--- config.mk ---
export PLATFORM = sky130hd
export DESIGN_NAME = dual_port_byte_memory
export DESIGN_NICKNAME = d
export VERILOG_FILES = /design/src/rtl/dual_port_byte_memory.sv
export SDC_FILE = /design/constraint.sdc
export NUM_CORES = 1
export LEC_CHECK = 0
export BUFFER_PORTS_ARGS = -buffer_cell sky130_fd_sc_hd__buf_4
export CORE_ASPECT_RATIO = 0.8
export CORE_MARGIN = 3
export CORE_UTILIZATION = 53
export CTS_CLUSTER_DIAMETER = 60
export DETAILED_ROUTE_END_ITERATION = 8
export PLACE_DENSITY = 0.69
export REMOVE_ABC_BUFFERS = 1
export SKIP_LAST_GASP = 1
export SLEW_MARGIN = 10
export SYNTH_ARGS = -nofsm -noshare
export SYNTH_HDL_FRONTEND = slang
export SYNTH_SLANG_ARGS = --single-unit
export TNS_END_PERCENT = 20
--- constraint.sdc ---
create_clock -name clk -period 3.3 [get_ports clk]
set_clock_uncertainty 0.1 [all_clocks]
set_input_delay 0.66 -clock clk [delete_from_list [all_inputs] [get_ports clk]]
set_output_delay 0.66 -clock clk [all_outputs]
set_load 0.1 [all_outputs]
--- src/rtl/dual_port_byte_memory.sv ---
`default_nettype none
// ============================================================================
// Module      : dual_port_byte_memory
// Description : 1W/1R byte-enabled RAM with registered read, optional output
//               register and a self-starting clear engine.
//               Optional feature macro: READ_BYPASS_EN (write-first collisions).
// Revision    : 1.0 - initial release
// ============================================================================
module dual_port_byte_memory #(
   parameter int AWIDTH  = 5,
   parameter int DWIDTH  = 32,
   parameter int OUT_REG = 0
) (
   input  logic                  clk,
   input  logic                  rst_n,
   input  logic                  clear,
   output logic                  busy,
   input  logic                  wr_en,
   input  logic [AWIDTH-1:0]     wr_addr,
   input  logic [DWIDTH-1:0]     wr_data,
   input  logic [DWIDTH/8-1:0]   wr_be,
   input  logic                  rd_en,
   input  logic [AWIDTH-1:0]     rd_addr,
   output logic [DWIDTH-1:0]     rd_data,
   output logic                  rd_valid
);

   localparam int DEPTH  = 2**AWIDTH;
   localparam int NBYTES = DWIDTH/8;

   typedef enum logic [0:0] {
      ST_IDLE  = 1'b0,
      ST_CLEAR = 1'b1
   } state_t;

   state_t              state_q;
   logic [AWIDTH-1:0]   ptr_q;
   logic                busy_q;
   logic [DWIDTH-1:0]   mem_q [DEPTH];
   logic [DWIDTH-1:0]   rd_word_d;
   logic                rd_go_d;
   logic                s1_valid_q;
   logic [DWIDTH-1:0]   s1_data_q;

   assign busy    = busy_q;
   assign rd_go_d = rd_en && (state_q == ST_IDLE);

   always_ff @(posedge clk or negedge rst_n) begin
      if (!rst_n) begin
         state_q <= ST_CLEAR;
         ptr_q   <= '0;
         busy_q  <= 1'b1;
      end else begin
         case (state_q)
            ST_IDLE: begin
               if (clear) begin
                  state_q <= ST_CLEAR;
                  ptr_q   <= '0;
                  busy_q  <= 1'b1;
               end
            end
            default: begin
               ptr_q <= ptr_q + 1'b1;
               if (ptr_q == {AWIDTH{1'b1}}) begin
                  state_q <= ST_IDLE;
                  busy_q  <= 1'b0;
               end
            end
         endcase
      end
   end

   // Array has no reset; the clear engine owns the write port while busy.
   always_ff @(posedge clk) begin
      if (state_q == ST_CLEAR) begin
         mem_q[ptr_q] <= '0;
      end else if (wr_en) begin
         for (int i = 0; i < NBYTES; i++) begin
            if (wr_be[i]) begin
               mem_q[wr_addr][8*i +: 8] <= wr_data[8*i +: 8];
            end
         end
      end
   end

`ifdef READ_BYPASS_EN
   always_comb begin
      rd_word_d = mem_q[rd_addr];
      if (wr_en && (wr_addr == rd_addr)) begin
         for (int i = 0; i < NBYTES; i++) begin
            if (wr_be[i]) begin
               rd_word_d[8*i +: 8] = wr_data[8*i +: 8];
            end
         end
      end
   end
`else
   assign rd_word_d = mem_q[rd_addr];
`endif

   always_ff @(posedge clk or negedge rst_n) begin
      if (!rst_n) begin
         s1_valid_q <= 1'b0;
         s1_data_q  <= '0;
      end else begin
         s1_valid_q <= rd_go_d;
         if (rd_go_d) begin
            s1_data_q <= rd_word_d;
         end
      end
   end

   generate
      if (OUT_REG != 0) begin : g_out_reg
         logic              s2_valid_q;
         logic [DWIDTH-1:0] s2_data_q;

         always_ff @(posedge clk or negedge rst_n) begin
            if (!rst_n) begin
               s2_valid_q <= 1'b0;
               s2_data_q  <= '0;
            end else begin
               s2_valid_q <= s1_valid_q;
               if (s1_valid_q) begin
                  s2_data_q <= s1_data_q;
               end
            end
         end

         assign rd_valid = s2_valid_q;
         assign rd_data  = s2_data_q;
      end else begin : g_no_out_reg
         assign rd_valid = s1_valid_q;
         assign rd_data  = s1_data_q;
      end
   endgenerate

endmodule
`default_nettype wire

# Word-level counts from Yosys, hierarchy flattened

Memory sizes are Yosys's and may differ from the RTL's. A register that Yosys moved wholly into a read port is not among the register bits.
Index checks and enable logic that the tools add are counted.

Memory bits (writable): 1024
Input bits: 51
Memories kept: 1
Output and inout bits: 34
Bits in registers: 8
Logic and storage cells: 43

$add $sub $neg: 1
Multiplexer cells: 29
Bitwise gates (word level): 1
Equal/unequal tests: 2
Reduce and logical (&&, ||, !) cells: 5

Memories:

| name  | words | bits a word | read ports | clocked after memory_dff | write ports | line | RTL |
|---|---|---|---|---|---|---|---|
| mem_q | 32    | 32          | 1          | 1                        | 1           | 39   | `logic [DWIDTH-1:0] mem_q [DEPTH];` |

Operators by type and width:

| cell                                                            | count |
|---|---|
| 32-bit 2-to-1 mux                                               | 1 |
| 32-bit OR reduction                                             | 1 |
| 1-bit 2-to-1 mux                                                | 24 |
| 5-bit 2-to-1 mux                                                | 3 |
| 5-bit by 1-bit adder with 5-bit output, second input constant   | 1 |
| 5-bit == test, second input constant                            | 1 |
| 4-bit 2-to-1 mux                                                | 1 |
| 2-bit by 1-bit != test with 1-bit output, second input constant | 1 |
| 2-bit AND reduction                                             | 1 |
| 2-bit nonzero test                                              | 1 |
| 1-bit logical AND                                               | 1 |
| 1-bit zero test                                                 | 1 |
| 1-bit NOT                                                       | 1 |

# Logic depth before layout (Yosys ltp)

Gate-level depths: netlist (run 1).

Word-level depth: 6
Gate-level depth with buffers: 8
Depth with buffers taken out: 5

# Worst setup path after synthesis (run 1)

No wires, ideal clock.

Path kind: input to register
Start point: in wr_be[0]
End point: mem mem_q[11][0], enable pin
Data arrival time: 2.234 ns
Library setup time: 0.370 ns
Setup slack: 0.596 ns
Path buffers: 2
Stages on the path: 7
Cells stage by stage: nor4_1 nor3b_2 buf_2 mux2i_1 nand2_1 buf_2 nor2_1

Word-level cells in the longest chain between the ends: 6
Elaborated cells on any way between the ends: 7

RTL lines:

| item                                                                  | line | RTL |
|---|---|---|
| start, declared                                                       | 21   | `input logic [DWIDTH/8-1:0] wr_be,` |
| 1-bit 2-to-1 mux *                                                    | 79   | `if (wr_be[i]) begin` |
| 1-bit 2-to-1 mux *                                                    | 77   | `end else if (wr_en) begin` |
| 1-bit 2-to-1 mux *                                                    | 75   | `if (state_q == ST_CLEAR) begin` |
| 1-bit 2-to-1 mux (implied by the code) *                              | 80   | `mem_q[wr_addr][8*i +: 8] <= wr_data[8*i +: 8];` |
| 32-bit OR reduction (no line)                                         | --   |  |
| 5-bit 2-to-1 mux (no line) / 4-bit 2-to-1 mux (equally long branches) | --   |  |
| end, declared                                                         | 39   |  |

Every way passes the cells marked *; elsewhere a longest branch is shown, timed or not.

# Final worst setup path (run 1)

Start point: reg state_q
End point: mem mem_q[20][18], enable pin

Word-level cells in the longest chain between the ends: 4
Elaborated cells on any way between the ends: 13

RTL lines:

| item                                                                  | line | RTL |
|---|---|---|
| start, declared                                                       | 36   | `state_t state_q;` |
| start signal, assigned                                                | 50   | `state_q <= ST_CLEAR;` |
| start signal, assigned                                                | 57   | `state_q <= ST_CLEAR;` |
| start signal, assigned                                                | 65   | `state_q <= ST_IDLE;` |
| 1-bit 2-to-1 mux                                                      | 75   |  |
| 1-bit 2-to-1 mux (implied by the code)                                | 80   |  |
| 32-bit OR reduction (no line)                                         | --   |  |
| 5-bit 2-to-1 mux (no line) / 4-bit 2-to-1 mux (equally long branches) | --   |  |

Parallel ways exist; a longest one is shown, timed or not.

==> results list, run 1 <==
- The run finished with clean final reports.
- Clock-pin slew was measured on the worst setup and hold paths at 0.07 ns.
* Buffer count from post-CTS setup fixing: 0
- The floorplan step defined a die boundary enclosing 0.0832 mm2.
- Port buffering added 84 buffers.
- Setup violations remaining at the end of the flow were counted as 0.
- Post-synth top area share: 72.7%
* Source-to-sink clock delay at the later pin of the worst-skew pair: 0.65 ns
- The area growth from synthesis to layout is 15.6%.
* Crit path capture type: flip-flop
* Count of pins on the block boundary: 85
- For the worst setup path, the data arrival time is 3.19 ns.
- Clock tree synthesis inserted a total of 95 buffers.
- For this run, the number of Yosys warnings is 0.
- Based on the critical path, the design can be clocked at up to 0.346 GHz.
- Count of hold buffers inserted by post-cts repair: 1
* Setup crit end: mem_q[20][18]
* Capturing point of the worst reg2reg path: mem_q[20][18]
* Portion of the post-synthesis area used by sequential elements: 75.1%
- Flip-flop and latch count after synthesis: 1064
- Vias in the first global route: 22.8k
- The critical path starts at state_q.
* Post-DP HPWL: 63.9 mm
- Starting DRC count in detailed routing: 2535
* Leak Pwr: 17.9 nW
* Final Hold Fails: 0
- Worst min-delay path category: in2reg
- The first detailed-routing pass ran for 5 iterations.
* Global-route wire length before repair: 147 mm
- CTS placed an instance of sky130_fd_sc_hd__clkbuf_16 at the clock tree root.
- The floorplan step set the die height to 259 um.
- The startpoint identified for the worst register-to-register timing path is state_q.
* Average via count per standard cell: 6.05
- Synthesis produced a netlist whose cell count is 2401.
* Placement row count: 91
* Area of the placeable core: 0.0780 mm2
- The net count of the finished layout is 2755.
- Clock tree from TritonCTS: yes
- For the worst flop-to-flop path, the logic depth is 8.
- Share of the core filled with cells: 62.7%
* Wire length after detailed routing: 99.9 mm
- Final max-slew violation count: 0
- In the final layout, the share of cells above drive strength 1 is 18.8%.
* Top post-synthesis cells by area: sky130_fd_sc_hd__edfxtp_1 73%, sky130_fd_sc_hd__mux2i_1 12%, sky130_fd_sc_hd__a22oi_1 2.3%, sky130_fd_sc_hd__dfrtp_1 2.2%, sky130_fd_sc_hd__a221oi_1 1.3%
* Die boundary width: 322 um
* Buffer levels on the longest clock path: 3
* Total power divided by cell area: 704 mW/mm2
- The clock drives 1064 sinks.
- In this run, distinct cell masters in the synthesized netlist total 39.
- Post-CTS resize count: 0
* Slew headroom: 30.6%
- Post-synthesis cell type with the largest combined area: sky130_fd_sc_hd__edfxtp_1
- Share of the clock period used by the worst path after layout: 87.7%
* Crit Path Max Fanout: 25
- Global routing usage summed across all routing layers: 24.0%
- Routability congestion estimate from global placement: 0.896
* Setup repair after global routing missed its margin: no
* Overflow after GRT: 0
* Antenna diode count: 0
* Pin slew with the least headroom to its limit: 1.04 ns
- The completed layout was analyzed and its total power is 34.4 mW.
* CP Data Required Time: 3.60 ns
- Post-Synthesis Mean Instance Area: 17.6 um2
- The worst setup path is launched from a flip-flop.
* Flop2flop setup slack: 0.41 ns
- The initial antenna violation count came to 1.
- The initial utilization of the core area, before any placement, comes to 54.2%.
- Entering global routing, the biggest net connects 76 pins.
- Final worst path period need: 2.89 ns
- The setup path with the least slack is of type reg2reg.
- After detailed routing, the number of remaining DRC violations is 0.
- The detail route stage leaves a number of antenna-violating nets equal to 0.
- Mapped cell area: 0.0423 mm2
* Vias post-DR: 23.0k
- # H-tree levels: 3
- IR analysis of the VDD net gives a maximum drop of 397 uV.
* Max-cap check violation count: 0
- In the final routed layout, each cell accounts on average for 26.3 um.
==> metrics by stage <==
stage                     TNS (ns)  worst slack, ns  hold slack, ns  cells  cell area, um2
after global routing             0            0.304           0.163   3800           48900
after floorplan            -831.57            -2.88           0.264   2247           41400
after CTS                        0            0.540           0.121   3800           48900
final                            0            0.407           0.159   3800           48900
after detailed placement     -1.30          -0.0943           0.382   3627           46000
after global placement       -2.83           -0.134           0.365   3627           46000
==> synth_stat cells <==
cell type	count
sky130_fd_sc_hd__o41ai_2	32
sky130_fd_sc_hd__nand3_1	1
sky130_fd_sc_hd__a21oi_1	67
sky130_fd_sc_hd__o22ai_1	33
sky130_fd_sc_hd__nor2b_1	7
sky130_fd_sc_hd__buf_8	6
sky130_fd_sc_hd__edfxtp_1	1024
sky130_fd_sc_hd__or2_2	1
sky130_fd_sc_hd__dfstp_2	2
sky130_fd_sc_hd__a31oi_1	9
sky130_fd_sc_hd__nand2_1	46
sky130_fd_sc_hd__clkbuf_1	75
sky130_fd_sc_hd__a22o_1	64
sky130_fd_sc_hd__a41oi_1	6
sky130_fd_sc_hd__a221oi_1	64
sky130_fd_sc_hd__nand4_1	1
sky130_fd_sc_hd__nor3b_2	1
sky130_fd_sc_hd__buf_1	12
sky130_fd_sc_hd__a22oi_1	128
sky130_fd_sc_hd__or4_1	1
sky130_fd_sc_hd__o21ai_0	4
sky130_fd_sc_hd__mux2i_1	514
sky130_fd_sc_hd__dfrtp_1	38
sky130_fd_sc_hd__and3_1	1
sky130_fd_sc_hd__nand2b_1	9
sky130_fd_sc_hd__buf_12	1
sky130_fd_sc_hd__ha_1	2
sky130_fd_sc_hd__buf_2	13
sky130_fd_sc_hd__buf_4	26
sky130_fd_sc_hd__nor3_1	9
sky130_fd_sc_hd__buf_6	10
sky130_fd_sc_hd__and4_1	1
sky130_fd_sc_hd__inv_1	2
sky130_fd_sc_hd__nor2_1	134
sky130_fd_sc_hd__and2_1	33
sky130_fd_sc_hd__nor4_1	7
sky130_fd_sc_hd__clkbuf_4	11
sky130_fd_sc_hd__mux2_2	2
sky130_fd_sc_hd__a21o_1	4
==> worst max-delay path, cell delays in order, from the launching register on <==
cell                      delay [ns]
sky130_fd_sc_hd__dfstp_2        0.40
sky130_fd_sc_hd__nor3b_4        0.41
sky130_fd_sc_hd__buf_4          0.29
sky130_fd_sc_hd__buf_4          0.32
sky130_fd_sc_hd__nor4_1         0.11
sky130_fd_sc_hd__a31oi_1        0.47
sky130_fd_sc_hd__buf_4          0.27
sky130_fd_sc_hd__nor2_1         0.08
sky130_fd_sc_hd__buf_4          0.18
==> worst min path at each step <==
stage | from | to | slack (ns) | cells after the start
6_report | clear | ptr_q[4] | 0.16 | 2
5_1_grt | clear | ptr_q[1] | 0.16 | 2
4_1_cts | clear | ptr_q[4] | 0.12 | 2
3_5_place_dp | rd_data[12] | rd_data[12] | 0.38 | 2
3_3_place_gp | rd_data[22] | rd_data[22] | 0.37 | 2
2_1_floorplan | rst_n | ptr_q[0] | 0.26 | 0
==> registers in the layout (all words and copies together) (netlist names) <==
name      flops
busy          1
state_q       1
rd_valid      1
mem_q      1024
rd_data      32
ptr_q         5
==> final cells by class <==
| cell class | count | area [um2] |
|---|---|---|
| Sequential cell | 1064 | 31800 |
| Multi-Input combinational cell | 1181 | 9660 |
| Fill cell | 5358 | 29100 |
| Clock inverter | 37 | 285 |
| Timing Repair Buffer | 358 | 3300 |
| Inverter | 2 | 7.51 |
| Tap cell | 1023 | 1280 |
| Clock buffer | 135 | 2580 |
==> report_power, final <==
| group | internal, mW | switching (mW) | total [mW] |
|---|---|---|---|
| clock network | 5.75 | 4.62 | 10.4 |
| logic | 2.17 | 4.69 | 6.85 |
| registers | 16.6 | 0.568 | 17.2 |
| total | 24.5 | 9.87 | 34.4 |
==> per-layer routing <==
metal	part of all wire [%]	wire, um	GRT usage (%)	vias up
li1	-	-	-	10238
met1	43	42800	35.4	11620
met2	46	46200	36.8	981
met3	8.5	8540	4.77	155
met4	2.4	2360	6.43	0
met5	0	0	0	-
==> cells by family after synthesis <==
family | Yosys count | share of synthesized area (%)
compound gates | 411 | 7.81
mux | 516 | 12.2
fa+ha+maj | 2 | 0.0592
flops | 1064 | 75.1
buf+inv | 156 | 2.13
simple gates | 252 | 2.66
==> placed cells by master (no fill, tap or decap), drive strengths merged, types with 5 or more instances in the layout <==
cell,count
nor4,7
and2,33
a21oi,67
nand2b,9
edfxtp,1024
nand2,46
buf,357
clkbuf,135
nor3,9
dfrtp,38
o41ai,32
clkinvlp,5
clkinv,28
a22o,64
mux2i,514
nor2,134
a22oi,128
a41oi,6
o22ai,33
a31oi,9
nor2b,7
a221oi,64
(Power assumes the default switching activity.)
==> run 2, diff against run 1 <==
--- a/config.mk
+++ b/config.mk
@@ -9,8 +9,9 @@
 export CORE_ASPECT_RATIO = 0.8
 export CORE_MARGIN = 3
 export CORE_UTILIZATION = 53
-export CTS_CLUSTER_DIAMETER = 60
+export CTS_CLUSTER_DIAMETER = 80
 export DETAILED_ROUTE_END_ITERATION = 8
+export MAX_ROUTING_LAYER = met4
 export PLACE_DENSITY = 0.69
 export REMOVE_ABC_BUFFERS = 1
 export SKIP_LAST_GASP = 1
==> run 2 against run 1 <==
Utilization barely moved. Largest power group unchanged. Worst setup slack worse by 0.00068 ns. Flip-flop and latch count is the same. Highest routed layer unchanged. Fmax hardly changed.
==> results list, run 2 (synthesis gave the netlist of run 1 again) <==
* Detailed-route wire length per cell: 26.2 um (was 26.3 um)
* Starting DRC count in detailed routing: 2722 (was 2535)
- Average via count per standard cell: 6.03 (was 6.05)
- The class of the most critical setup path was reg2reg (unchanged).
* Total power divided by cell area: 703 mW/mm2 (was 704 mW/mm2)
- The number of hold violations in the final report was 0 (unchanged).
* Worst Path Buf+Inv: 4 (unchanged)
- The register-to-register setup slack is 0.41 ns (about the same).
- The class of the worst hold path is in2reg (unchanged).
* Final setup violation count: 0 (unchanged)
- The transition time at the pin with the least slew margin came to 1.05 ns (was 1.04 ns).
- Worst Setup Start Kind: flip-flop (unchanged)
- Maximum clock frequency: 0.346 GHz (about the same)
- The weighted congestion at the end of routability-driven global placement was 0.911 (was 0.896).
* Maximum number of pins on one net before global-route repair: 76 (unchanged)
* CP Data Required Time: 3.60 ns (about the same)
- Drc violations: 0 (unchanged)
- The count of input and output buffers was 84 (unchanged).
- The data arrival time of the critical path came to 3.19 ns (about the same).
* Max-cap check violation count: 0 (unchanged)
* Worst R2R Path Depth: 8 (unchanged)
- Register clock-pin slew on the reported worst setup and hold paths: 0.07 ns (about the same)
* Total power draw: 34.3 mW (was 34.4 mW)
* Master cell of the clock root buffer: sky130_fd_sc_hd__clkbuf_16 (unchanged)
- The number of levels the H-tree was split into is 3 (unchanged).
- First drt pass iteration count: 5 (unchanged)
- Most numerous cell on the critical path: sky130_fd_sc_hd__buf_4 (unchanged)
* Initial standard-cell utilization of the core: 54.2% (unchanged)
- Non-filler instance count after layout: 3802 (was 3800)
* Peak VDD IR: 379 uV (was 397 uV)
* Count of pins on the block boundary: 85 (unchanged)
* Largest delay contributor family on the critical path: buffers and inverters (unchanged)
* Overflow after GRT: 0 (unchanged)
- The time the final worst path needs with I/O delays and setup came to 2.89 ns (about the same).
* Longest individual stage delay on the worst path: 0.47 ns (about the same)
* Area of the die: 0.0832 mm2 (unchanged)
- Final antenna-violating net count: 0 (unchanged)
* Share of the clock period used by the worst path after layout: 87.7% (about the same)
- The latest clock arrival within the worst-skew pair came to 0.65 ns (about the same).
- Hold path startpoint: clear (unchanged)
- Capturing point of the worst reg2reg path: mem_q[20][18] (unchanged)
- Leak Pwr: 17.9 nW (about the same)
- Wire length after detailed routing: 99.7 mm (was 99.9 mm)
- Commonest cells after routing, fill and taps aside: 1024 x sky130_fd_sc_hd__edfxtp_1, 514 x sky130_fd_sc_hd__mux2i_1, 308 x sky130_fd_sc_hd__buf_4 (unchanged)
* Worst Hold Margin: 0.159 ns (about the same)
- Share of layout cells above drive strength 1: 18.8% (about the same)
* Placement row count: 91 (unchanged)
- The clock tree buffer depth came to 3 (unchanged).
- The global-route wire length before repair came to 147 mm (about the same).
* Vias in the first global route: 22.8k (about the same)
* Antenna diode count: 0 (unchanged)
* Buffer count from post-CTS setup fixing: 0 (unchanged)
- The aggregate global-route resource usage was 24.7% (was 24.0%).
- Cell count of the worst hold path: 2 (unchanged)
- Clock tree from TritonCTS: yes (unchanged)
- The width of the chip is 322 um (unchanged).
- The half-perimeter wire length of the detailed placement result was 63.9 mm (unchanged).
- Number of antenna violations at the first check in global routing: 1 (unchanged)
- The worst slew slack as a fraction of its limit is 29.9% (was 30.6%).
* Share of the core filled with cells: 62.6% (was 62.7%)
- The number of clock sinks seen by CTS came to 1064 (unchanged).
- Terminating pin of the worst hold path: ptr_q[4] (unchanged)
* Setup Total Neg Slack: 0 ns (unchanged)
* Final max-slew violation count: 0 (unchanged)
* Critical path cell sequence: nor3b_4 -> buf_4 -> buf_4 -> nor4_1 -> a31oi_1 -> buf_4 -> nor2_1 -> buf_4 (unchanged)
- The placeable core region came to 0.0780 mm2 (unchanged).
- The sort of element at the end of the critical path was a flip-flop (unchanged).
* Setup repair after global routing missed its margin: no (unchanged)
* FF-to-FF Start: state_q (unchanged)
* Final Net Count: 2755 (unchanged)
- Die extent in y: 259 um (unchanged)
- Max reg flops: 1024 (unchanged)
- The maximum fanout along the worst path is 25 (unchanged).
* Vias post-DR: 22.9k (was 23.0k)
- Register ranked first by flip-flop count: mem_q (unchanged)
- Layout Area Growth over Synthesis: 15.6% (about the same)
* Result of the run: finished clean (unchanged)
- Most common library cell in the layout ignoring fill and taps: sky130_fd_sc_hd__edfxtp_1 (unchanged)
- Inserted Clock Buffers: 95 (unchanged)
- The post-placement cell count came to 3627 (unchanged).
- Slowest library cell on the worst path: sky130_fd_sc_hd__a31oi_1 (unchanged)
[run 2: cell count changes in the layout (fill, tap and decap cells not counted), sizes merged]
cell      change
bufinv        -1
clkbuf        +1
clkinvlp      +1
clkinv        +1
[run 2: what timing repair did]
action / CTS / global route
setup endpoints to repair: 0 / 0
resized for setup: 0 / 0
hold endpoints to repair: 38 / 0
hold buffers: 1 / 0
[run 2: per-layer routing]
layer | GRT usage (%) | up-vias | part of all wire, %
met5 | - | - | 0
met2 | 36.9 | 1015 | 46
met3 | 4.66 | 169 | 8.5
met4 | 6.05 | 0 | 2.3
met1 | 35.4 | 11517 | 43
li1 | - | 10228 | -
[run 2: power breakdown]
group          leakage (nW)  internal (mW)  switching [mW]
sequential             9.97           16.6           0.568
clock                  1.37           5.67            4.63
combinational          6.51           2.17            4.68
[run 2: layout make-up]
| type | instances | area, um2 |
|---|---|---|
| Sequential cell | 1064 | 31800 |
| Timing Repair Buffer | 358 | 3300 |
| Clock inverter | 38 | 263 |
| Fill cell | 5362 | 29100 |
| Inverter | 2 | 7.51 |
| Multi-Input combinational cell | 1181 | 9660 |
| Tap cell | 1023 | 1280 |
| Clock buffer | 136 | 2580 |
[run 2: worst max path at each step]
| stage | end | start | cells past startpoint |
|---|---|---|---|
| finish | mem_q[20][18] | state_q | 8 |
| global route | mem_q[22][9] | wr_be[0] | 11 |
| detailed placement | mem_q[22][12] | wr_be[0] | 11 |
| floorplan | rd_data[4] | rd_addr[1] | 5 |
| global placement | mem_q[22][11] | wr_be[0] | 11 |
| CTS | mem_q[22][9] | state_q | 8 |
[run 2: metrics by stage]
stage / area (um2) / setup WS [ns]
floorplan: 41400 / -2.88
global placement: 46000 / -0.134
detailed placement: 46000 / -0.0943
CTS: 48800 / 0.541
global route: 48800 / 0.303
finish: 48800 / 0.407
==> run 3, diff against run 2 <==
--- a/config.mk
+++ b/config.mk
@@ -5,6 +5,7 @@
 export SDC_FILE = /design/constraint.sdc
 export NUM_CORES = 1
 export LEC_CHECK = 0
+export ABC_AREA = 1
 export BUFFER_PORTS_ARGS = -buffer_cell sky130_fd_sc_hd__buf_4
 export CORE_ASPECT_RATIO = 0.8
 export CORE_MARGIN = 3
==> run 3 against run 2 <==
Sequential share of layout area fell by 1.8 points. Area after synthesis rose by 4.5%. Cell count rose by 35%. Flip-flop and latch count did not move. First-iteration DRC count rose by 53%. Synthesized cell count rose by 58%. Global-route usage rose by 2.3 points. Combinational power rose by 11%. Largest cell class unchanged.
==> results list, run 3 <==
- Result of the run: finished clean (unchanged).
* Data arrival, critical path: 2.96 ns (was 3.19 ns)
- Distinct cell type count after synthesis: 28 (was 39)
* Share of layout cells above drive strength 1: 14.6% (was 18.8%)
- Crit Path Max Fanout: 32 (was 25)
- The number of synthesized flops with an enable pin came to 1024 (unchanged).
- Total power divided by cell area: 720 mW/mm2 (was 703 mW/mm2)
- Register cell area after layout: 0.0318 mm2 (unchanged)
- The number of buffers added by the clock tree synthesis step is 100 (was 95).
- Hold path startpoint: clear (unchanged)
- The average via count per standard cell was 5.74 (was 6.03).
- Post-Synthesis Mean Instance Area: 11.6 um2 (was 17.6 um2)
- Final max-slew violation count: 0 (unchanged)
- The worst stage delay on the critical path came to 0.60 ns (was 0.47 ns).
- Setup repair after global routing missed its margin: no (unchanged)
* Portion of the post-synthesis area used by sequential elements: 71.9% (was 75.1%)
- Buffer levels on the longest clock path: 3 (unchanged)
- Number of clock sinks seen by CTS: 1064 (unchanged)
- The number of levels the H-tree was split into is 3 (unchanged).
- The max capacitance violation total is 0 (unchanged).
- Die boundary width: 329 um (was 322 um)
- Buffer count from post-CTS setup fixing: 0 (unchanged)
- The startpoint class of the critical path was a flip-flop (unchanged).
* Synth top cells by count: 1354 x sky130_fd_sc_hd__nand2_1, 1024 x sky130_fd_sc_hd__edfxtp_1, 865 x sky130_fd_sc_hd__nand3_1 (was 1024 x sky130_fd_sc_hd__edfxtp_1, 514 x sky130_fd_sc_hd__mux2i_1, 134 x sky130_fd_sc_hd__nor2_1)
- The core utilization of the finished layout came to 60.9% (was 62.6%).
- Wire length after detailed routing: 114 mm (was 99.7 mm)
- Slew headroom: 40.0% (was 29.9%)
- Master cell of the clock root buffer: sky130_fd_sc_hd__clkbuf_16 (unchanged)
- The via count of the first global-routing pass was 27.9k (was 22.8k).
- Critical path cell sequence: inv_1 -> nand3_4 -> buf_4 -> nand2_2 -> o21ai_4 -> nand2_2 -> buf_12 -> nor3_2 (was nor3b_4 -> buf_4 -> buf_4 -> nor4_1 -> a31oi_1 -> buf_4 -> nor2_1 -> buf_4)
- The number of standard-cell rows in the floorplan is 94 (was 91).
- The area growth from synthesis to layout was 13.7% (was 15.6%).
- Async set-or-reset flop fraction in the synthesized netlist: 3.76% (unchanged)
* Final worst path period need: 2.78 ns (was 2.89 ns)
- Port-buffer cells: 84 (unchanged)
- The transition time at the pin with the least slew margin came to 0.900 ns (was 1.05 ns).
* Top post-synthesis cells by area: sky130_fd_sc_hd__edfxtp_1 70%, sky130_fd_sc_hd__nand2_1 12%, sky130_fd_sc_hd__nand3_1 9.8%, sky130_fd_sc_hd__dfrtp_1 2.2%, sky130_fd_sc_hd__nor3_2 1.8% (was sky130_fd_sc_hd__edfxtp_1 73%, sky130_fd_sc_hd__mux2i_1 12%, sky130_fd_sc_hd__a22oi_1 2.3%, sky130_fd_sc_hd__dfrtp_1 2.2%, sky130_fd_sc_hd__a221oi_1 1.3%)
- Post-synth top area share: 69.6% (was 72.7%)
- Slowest library cell on the worst path: sky130_fd_sc_hd__nor3_2 (was sky130_fd_sc_hd__a31oi_1)
- The final critical-path share of the clock period is 84.3% (was 87.7%).
* Critical Path Source: state_q (unchanged)
- The number of flip-flops under the largest register name was 1024 (unchanged).
- Area of the die: 0.0869 mm2 (was 0.0832 mm2)
- The critical register-to-register path startpoint is state_q (unchanged).
* Yosys warning count: 0 (unchanged)
- The cell taking the most area after synthesis is sky130_fd_sc_hd__edfxtp_1 (unchanged).
- Total power draw: 36.2 mW (was 34.3 mW)
* Type of the worst setup path: reg2reg (unchanged)
- Number of antenna violations at the first check in global routing: 0 (was 1)
* Primary FF master, synth: sky130_fd_sc_hd__edfxtp_1 (unchanged)
* Global routing usage summed across all routing layers: 26.9% (was 24.7%)
- Mapped cell area: 0.0442 mm2 (was 0.0423 mm2)
* Final antenna-violating net count: 0 (unchanged)
* Leak Pwr: 19.0 nW (was 17.9 nW)
- The global-route wire length before repair is 171 mm (was 147 mm).
- The average wire length per cell after detail routing is 22.3 um (was 26.2 um).
* Count of pins on the block boundary: 85 (unchanged)
* Gate Count Post-Synth: 3796 (was 2401)
- Most numerous cell on the critical path: sky130_fd_sc_hd__nand2_2 (was sky130_fd_sc_hd__buf_4)
- Flip-flop and latch count after synthesis: 1064 (unchanged)
- The total global routing overflow is 0 (unchanged).
- The clock transition at the registers of the reported paths was 0.06 ns (was 0.07 ns).
- The largest net degree at the start of global routing was 172 (was 76).
- The most frequent standard cell in the layout excluding fill and tap cells was sky130_fd_sc_hd__nand2_1 (was sky130_fd_sc_hd__edfxtp_1).
- Area of the placeable core: 0.0824 mm2 (was 0.0780 mm2)
- The most numerous cell in the Yosys netlist was sky130_fd_sc_hd__nand2_1 (was sky130_fd_sc_hd__edfxtp_1).
- The floorplan die height was 264 um (was 259 um).
- Crit path capture type: flip-flop (unchanged)
* CP Data Required Time: 3.48 ns (was 3.60 ns)
* Vias post-DR: 29.4k (was 22.9k)
- The effective utilization at floorplan was 53.6% (was 54.2%).
* Final setup violation count: 0 (unchanged)
* Area of the multi-input gates: 0.0111 mm2 (was 0.00966 mm2)
* Post-DP HPWL: 66.4 mm (was 63.9 mm)
* Maximum clock frequency: 0.359 GHz (was 0.346 GHz)
- The latest clock arrival within the worst-skew pair is 0.66 ns (was 0.65 ns).
- Routability congestion estimate from global placement: 0.876 (was 0.911)
* Commonest cells after routing, fill and taps aside: 1353 x sky130_fd_sc_hd__nand2_1, 1024 x sky130_fd_sc_hd__edfxtp_1, 865 x sky130_fd_sc_hd__nand3_1 (was 1024 x sky130_fd_sc_hd__edfxtp_1, 514 x sky130_fd_sc_hd__mux2i_1, 308 x sky130_fd_sc_hd__buf_4)
- The post-detailed-route DRC marker count was 0 (unchanged).
- Starting DRC count in detailed routing: 4162 (was 2722)
- Final Hold Fails: 0 (unchanged)
* Register ranked first by flip-flop count: mem_q (unchanged)
- The number of nets in the finished design is 3988 (was 2755).
* Clock tree from TritonCTS: yes (unchanged)
- The number of search-and-repair iterations in the first detailed-routing pass was 8 (was 5).
- The diode insertion count for antenna repair came to 0 (unchanged).
- The worst supply voltage drop on vdd is 767 uV (was 379 uV).
- The number of fill cells was 6473 (was 5362).
- The class of the worst hold path was in2reg (unchanged).
## run 3: area by class of cell
type,instances,area share (%)
clock buffer,129,5.39
clock inverter,53,1.00
inverter,52,0.439
multi-input combinational,2419,22.1
sequential,1064,63.2
tap,1104,2.75
timing repair buffer,298,5.09
## run 3: cell families (layout without fill, tap and decap cells)
logic type / Yosys count / after routing / share of synthesized area, %
fa+ha+maj: 2 / 2 / 0.0566
flops: 1064 / 1064 / 71.9
simple gates: 2402 / 2402 / 24.5
compound gates: 15 / 15 / 0.309
buf+inv: 313 / 532 / 3.29
## run 3: repair_timing
item	in CTS	in global routing
gates resized for setup	0	0
hold buffers	1	0
hold endpoints to repair	38	0
## run 3: final timing paths
check,cells past startpoint,slack (ns),to
worst min register to register,2,0.37,busy
min in group asynchronous,2,0.52,rd_data[15]
worst max register to register,8,0.52,mem_q[25][12]
worst min-delay path,3,0.18,busy
max in group asynchronous,2,2.08,rd_data[25]
worst max-delay path,8,0.52,mem_q[25][12]
## run 3: where the power goes
part	internal (mW)	leakage [nW]	switching, mW
sequential	16.7	10.1	0.492
clock	6.48	1.56	4.86
combinational	1.83	7.29	5.75
total	25.1	18.9	11.1
## run 3: per-stage QoR
stage,setup WS (ns),cell area [um2],TNS [ns],hold slack [ns],instances
2_1_floorplan,-2.08,42900,-159.58,0.264,3535
4_1_cts,0.543,50200,0,0.137,5119
3_5_place_dp,0.198,47000,0,0.362,4936
5_1_grt,0.427,50200,0,0.167,5119
6_report,0.517,50200,0,0.178,5119
3_3_place_gp,0.253,47000,0,0.363,4936
## run 3: worst max-delay path, delay by kind of cell, from the launching register on
family / cells / cell delay, ns
flops: 1 / 0.53
buf+inv: 3 / 0.60
simple gates: 4 / 1.02
compound gates: 1 / 0.09
## run 3: layer usage
| layer | wire length, um | vias to the layer above | GRT usage, % | part of all wire, % |
|---|---|---|---|---|
| met5 | 0 | - | - | 0 |
| met4 | 2510 | 0 | 5.82 | 2.2 |
| met3 | 11900 | 183 | 4.91 | 10 |
| met2 | 50300 | 1576 | 39.0 | 44 |
| met1 | 49300 | 14091 | 40.2 | 43 |
| li1 | - | 13556 | - | - |
